$ cat src/rtl/word_array.sv
// word_array: DEPTH x DATA_W storage, valid/ready requests, one-cycle read latency; an init FSM zeroes
// every word after reset or clr. Optional per-word even parity when WORD_ARRAY_PARITY_EN is defined.
module word_array #(
  parameter int DATA_W = 8,
  parameter int DEPTH  = 16,
  localparam int ADDR_W = $clog2(DEPTH)
) (
  input  logic              clk,
  input  logic              rst_n,
  input  logic              req_valid,
  output logic              req_ready,
  input  logic              rw,
  input  logic [ADDR_W-1:0] addr,
  input  logic [DATA_W-1:0] in_bus,
  input  logic              clr,
`ifdef WORD_ARRAY_PARITY_EN
  input  logic              par_inj,
  output logic              par_err,
`endif
  output logic              out_valid,
  output logic [DATA_W-1:0] out_bus,
  output logic              init_done
);

`ifdef WORD_ARRAY_PARITY_EN
  localparam int MEM_W = DATA_W + 1;
`else
  localparam int MEM_W = DATA_W;
`endif
  localparam logic [ADDR_W:0]   DEPTH_C = (ADDR_W+1)'(DEPTH);
  localparam logic [ADDR_W-1:0] LAST_C  = ADDR_W'(DEPTH - 1);

  typedef enum logic {S_INIT, S_IDLE} state_e;

  state_e              state_q;
  logic [ADDR_W-1:0]   init_ptr_q;
  logic                out_valid_q;
  logic [DATA_W-1:0]   out_bus_q;
  logic                par_err_q;
  logic [MEM_W-1:0]    mem [DEPTH];

  logic                accept;
  logic                in_range;
  logic                wr_en;
  logic [MEM_W-1:0]    rd_word;
  logic [MEM_W-1:0]    wr_word;

  assign req_ready = (state_q == S_IDLE) && !clr;
  assign init_done = (state_q == S_IDLE);
  assign accept    = req_valid && req_ready;
  // Non-power-of-2 depths leave a hole in the address space: writes there vanish, reads give 0.
  assign in_range  = ({1'b0, addr} < DEPTH_C);
  assign wr_en     = accept && rw && in_range;
  assign rd_word   = in_range ? mem[addr] : '0;

`ifdef WORD_ARRAY_PARITY_EN
  assign wr_word   = {(^in_bus) ^ par_inj, in_bus};
  assign par_err   = par_err_q;
`else
  assign wr_word   = in_bus;
`endif

  assign out_valid = out_valid_q;
  assign out_bus   = out_bus_q;

  // Storage has no reset; the init FSM owns clearing it.
  always_ff @(posedge clk) begin
    if (state_q == S_INIT) begin
      mem[init_ptr_q] <= '0;
    end else if (wr_en) begin
      mem[addr] <= wr_word;
    end
  end

  always_ff @(posedge clk or negedge rst_n) begin
    if (!rst_n) begin
      state_q     <= S_INIT;
      init_ptr_q  <= '0;
      out_valid_q <= 1'b0;
      out_bus_q   <= '0;
      par_err_q   <= 1'b0;
    end else begin
      out_valid_q <= accept && !rw;
      par_err_q   <= 1'b0;
      case (state_q)
        S_INIT: begin
          init_ptr_q <= init_ptr_q + ADDR_W'(1);
          if (init_ptr_q == LAST_C) begin
            state_q    <= S_IDLE;
            init_ptr_q <= '0;
          end
        end
        S_IDLE: begin
          if (clr) begin
            state_q    <= S_INIT;
            init_ptr_q <= '0;
          end
        end
        default: state_q <= S_INIT;
      endcase
      if (accept && !rw) begin
        out_bus_q <= rd_word[DATA_W-1:0];
        par_err_q <= in_range && ((^rd_word[DATA_W-1:0]) != rd_word[MEM_W-1]);
      end
    end
  end

endmodule
$ cat config.mk
export PLATFORM = sky130hd
export DESIGN_NAME = word_array
export DESIGN_NICKNAME = d
export VERILOG_FILES = /design/src/rtl/word_array.sv
export SDC_FILE = /design/constraint.sdc
export NUM_CORES = 1
export LEC_CHECK = 0
export ABC_AREA = 1
export BUFFER_PORTS_ARGS = -buffer_cell sky130_fd_sc_hd__clkbuf_2
export CAP_MARGIN = 25
export CORE_MARGIN = 2
export CORE_UTILIZATION = 50
export DETAILED_ROUTE_END_ITERATION = 6
export PLACE_DENSITY = 0.67
export REMOVE_ABC_BUFFERS = 1
export SLEW_MARGIN = 40
export SYNTH_ARGS = -nofsm -noshare
export SYNTH_HDL_FRONTEND = slang
export SYNTH_SLANG_ARGS = --single-unit
$ cat constraint.sdc
create_clock -name clk -period 2.7 [get_ports clk]
set_clock_uncertainty 0.1 [all_clocks]
set_input_delay 0.405 -clock clk [delete_from_list [all_inputs] [get_ports clk]]
set_output_delay 0.405 -clock clk [all_outputs]
set_load 0.01 [all_outputs]
## Yosys cells after proc, flatten, opt, wreduce, memory -nomap -nowiden

Memories as Yosys holds them, arrays and structs flattened. A register that Yosys moved wholly into a read port is not among the register bits.
Cells that the tools add are included.

| storage, ports and cells | value |
|---|---|
| flip-flop bits (word level) | 6 |
| bits in writable memories | 128 |
| word-level logic and storage cells | 29 |
| memories | 1 |

| cells by class | value |
|---|---|
| add/subtract/negate cells | 1 |
| equal/unequal tests | 2 |
| multiplexer cells | 13 |
| bitwise gates (word level) | 1 |
| reductions and logical operators | 8 |

Memory list:

| memory | words | bits a word | rd ports | clocked after memory_dff | wr ports | line | RTL |
|---|---|---|---|---|---|---|---|
| mem | 16 | 8 | 1 | 1 | 1 | 40 | `logic [MEM_W-1:0] mem [DEPTH];` |

Operators by type and width:

| cell | count |
|---|---|
| two-way mux 4 bit | 3 |
| two-way mux 8 bit | 1 |
| case mux 4 bit (2 select lines) | 1 |
| OR reduction 8 bit | 1 |
| two-way mux 1 bit | 7 |
| adder 4 x 1 -> 4 bit, second input constant | 1 |
| == test 4 bit, second input constant | 1 |
| logical AND 1 bit | 4 |
| zero test 1 bit | 3 |
| != test 2 bit, second input constant | 1 |
| case mux 1 bit (2 select lines) | 1 |
| NOT 1 bit | 1 |

## Longest topological paths before layout

| logic depth | value |
|---|---|
| word-level depth | 9 |
| gate-level depth with buffers | 10 |
| gate-level depth less buffers | 9 |

## Worst setup path after synthesis

OpenSTA, ideal clock, no wires.

| timing | value |
|---|---|
| path type | register to register |
| from | reg state_q (netlist: init_done) |
| to | mem mem[13][0] in the netlist's numbering, enable pin |
| setup time | 0.370 ns |
| arrival | 1.572 ns |
| setup slack | 0.658 ns |
| cell stages (with the launch flop) | 10 |
| path buffers | 1 |
| cells stage by stage | dfrtp_1 inv_2 nor2_8 nand3_4 buf_6 nand2_4 o21ai_2 inv_2 nand2_2 nor2_1 |

| on the way | value |
|---|---|
| word-level cells in the longest chain between the ends | 8 |

RTL lines:

| element | line | RTL |
|---|---|---|
| start: declaration | 35 | `state_e state_q;` |
| start signal: assignment | 77 | `state_q <= S_INIT;` |
| start signal: assignment | 89 | `state_q <= S_IDLE;` |
| start signal: assignment | 95 | `state_q <= S_INIT;` |
| logical AND 1 bit * | 48 | `assign req_ready = (state_q == S_IDLE) && !clr;` |
| net req_ready | 11 | `output logic req_ready,` |
| logical AND 1 bit * | 50 | `assign accept = req_valid && req_ready;` |
| logical AND 1 bit * | 53 | `assign wr_en = accept && rw && in_range;` |
| two-way mux 1 bit * | 70 | `end else if (wr_en) begin` |
| two-way mux 1 bit * | 68 | `if (state_q == S_INIT) begin` |
| two-way mux 1 bit (not written as such) * | 71 | `mem[addr] <= wr_word;` |
| OR reduction 8 bit (no source line) | -- |  |
| two-way mux 4 bit (no source line) / two-way mux 1 bit (equally long branches) | -- |  |
| end: declaration | 40 |  |

The timed path passes the listed nets; every way through them passes the cells marked *.

## Worst setup path in the final report

| timing | value |
|---|---|
| from | reg state_q (netlist: init_done) |
| to | mem mem[7][2] in the netlist's numbering, enable pin |

| on the way | value |
|---|---|
| word-level cells in the longest chain between the ends | 8 |

RTL lines:

| element | line |
|---|---|
| logical AND 1 bit | 48 |
| logical AND 1 bit | 50 |
| logical AND 1 bit | 53 |
| two-way mux 1 bit | 70 |
| two-way mux 1 bit | 68 |
| two-way mux 1 bit (not written as such) | 71 |
| OR reduction 8 bit (no source line) | -- |
| two-way mux 4 bit (no source line) / two-way mux 1 bit (equally long branches) | -- |

Parallel ways exist; a longest one is shown, timed or not.

==> qor.yml <==
boundaryPins: 28
synth_top_area_frac: 0.6077
worstSkewPairLatency_ns: 0.43
ff2ff_setup_slack_ns: 0.45
synth_flop_cell: "edfxtp_1"
wl_um: 14350
cts.sinks: 142
cp-endpoint: "mem[7][2]"
core_um2: 12470
netlist_area_um2: 6325
dr.pass1.iters: 5
post_drt_wl_per_cell_um: 16.38
dr_total_vias: 4371
fillers: 1068
synth-edff-count: 128
grt-ovfl-total: 0
finalHoldViolations: 0
rows: 41
grt_antenna_before_repair: 0
h-tree-depth: 4
hold_path_startpoint: "rw"
tns_ns: 0
grtUsageTotal: 0.2322
end_kind: "flop"
area_delta_synth_final_pct: 17.53
cts_buffers: 17
synth_cells: 633
synth_area_leaders: "edfxtp_1 61%, nand2_1 12%, nand3_1 7.7%, inv_1 6.9%, dfrtp_1 5.5%"
ff2ff_path_depth: 8
r2r_end: "mem[7][2]"
period_share: 0.8328
viasPerCell: 4.990
ys_top_cells_by_count: "202 x nand2_1, 128 x edfxtp_1, 116 x inv_1"
final_layout_size_suffix_gt1_frac: 0.1577
synth.yosys.seq_area_share: 0.6631
drt-initial-drc-count: 536
async_reset_ff_frac: 0.09859
cts_resized: 0
yosysMostFrequentCell: "nand2_1"
post_cts_buffers: 0
power_leakage_nw: 3.406
crit_path_start: "init_done"
fmax_mhz: 444.7
cts_tree: "done"
cts.path.max_buffers: 2
period_minus_slack_ns: 2.249
grt_max_degree: 65
hold_path_class: "input port to flop"
ys_warn_count: 0
path_clk_slew_ns: 0.06
worst_pin_slew_ns: 0.6141
status: "finished clean"
finalNetCount: 709
rsz0062_at_grt: "no"
diodes: 0
grt_pass1_vias: 4267
route.detailed.drc: 0
cts_root_buf: "clkbuf_16"
crit_fanout: 17
path_class: "flop to flop"
die-area_um2: 13570
setup_violations: 0
ant_nets: 0
timing.rr.start: "init_done"
die_height_um: 116.5
drv_slew: 0
required_ns: 2.67
grt_pass1_wl_um: 22520
slew_headroom: 0.5891
ys_types: 24
die_w_um: 116.5
p_per_area_nw_per_um2: 862.3
drv_cap: 0
worstPathArrival_ns: 2.21
ir_drop_mv: 0.6248
power_mw: 6.410
synth_seq_cells: 142
start_kind: "flop"
place_hpwl_um: 9798
io_buffers: 27
start_util: 0.5074
syn-mean-instance-area_um2: 9.992
synth_largest_area_cell: "edfxtp_1"
place.gp.congestion: 0.9186
power breakdown:
group	switching, mW	internal, mW
clock network	0.883	1.45
registers	0.130	2.82
logic	0.753	0.378
total	1.77	4.64
what timing repair did:
| item | CTS | global route |
|---|---|---|
| setup endpoints to repair | 0 | 0 |
| hold buffers | 1 | 0 |
| endpoints found under the hold margin | 14 | 0 |
state kept, by name, indices dropped and copies added, names as in the netlist:
name	flops
init_ptr_q	4
init_done	1
out_bus	8
out_valid	1
mem	128
cell type report:
type / instances / area, um2 / share of cell area
clock inverter: 9 / 80.08 / 0.01077
sequential: 142 / 4194 / 0.5642
tap: 172 / 215.2 / 0.02895
inverter: 119 / 446.7 / 0.06009
timing repair buffer: 64 / 427.9 / 0.05757
clock buffer: 23 / 521.8 / 0.07019
multi-input combinational: 347 / 1548 / 0.2082
stage by stage:
| step | utilization | setup WS, ns | hold slack (ns) | std cells | instance area (um2) |
|---|---|---|---|---|---|
| 6_report | 0.5963 | 0.4514 | 0.1566 | 876 | 7433 |
| 5_1_grt | 0.5963 | 0.2360 | 0.1457 | 876 | 7433 |
| 4_1_cts | 0.5963 | 0.4524 | 0.1404 | 876 | 7433 |
| 3_5_place_dp | 0.5472 | 0.3868 | 0.2351 | 843 | 6822 |
| 3_3_place_gp | 0.5472 | 0.4654 | 0.2234 | 843 | 6822 |
| 2_1_floorplan | - | 0.6111 | 0.009409 | 608 | 6188 |
cell families after synthesis:
family	after synthesis	share of synthesized area
AOI/OAI and AO/OA	10	0.01108
DFF	142	0.6631
buffers and inverters	144	0.09219
adders and majority gates	1	0.001978
xor gates and xnor gates	1	0.001385
and+or+nand+nor	335	0.2303
critical path: stages, from the launching register on:
cell and delay, ns:
dfrtp_1 0.41, inv_2 0.10, nor2_8 0.13, nand3_4 0.21
nand2_1 0.14, o21ai_2 0.09, inv_1 0.11, nand3_2 0.10
nor2_1 0.50
placed cells by master, fill, tap and decap left out, drive strengths merged:
cell | Yosys | routed
nand2 | 206 | 206
clkbuf | 11 | 50
ha | 1 | 1
a21boi | 1 | 1
o21ai | 7 | 7
xor2 | 1 | 1
buf | 14 | 36
nand3 | 102 | 102
clkinvlp | 0 | 4
dlygate4sd3 | 0 | 1
clkinv | 0 | 4
o22ai | 2 | 2
edfxtp | 128 | 128
dfrtp | 14 | 14
bufinv | 0 | 1
inv | 119 | 119
nor2 | 27 | 27
worst min path at each step:
stage          depth (start not counted)          to  slack [ns]
5_1_grt                                2   out_valid        0.15
3_5_place_dp                           1  out_bus[5]        0.24
3_3_place_gp                           1  out_bus[4]        0.22
4_1_cts                                2   out_valid        0.14
2_1_floorplan                          0   init_done       0.009
6_report                               2   out_valid        0.16
metal layers:
metal | track usage | vias up | routed length [um]
li1 | - | 2133 | -
met3 | 0.06435 | 33 | 806
met5 | 0 | - | 0
met1 | 0.2994 | 2082 | 6120
met2 | 0.3643 | 123 | 7019
met4 | 0.1151 | 0 | 402
No activity file was read; power rests on OpenSTA's default activity.
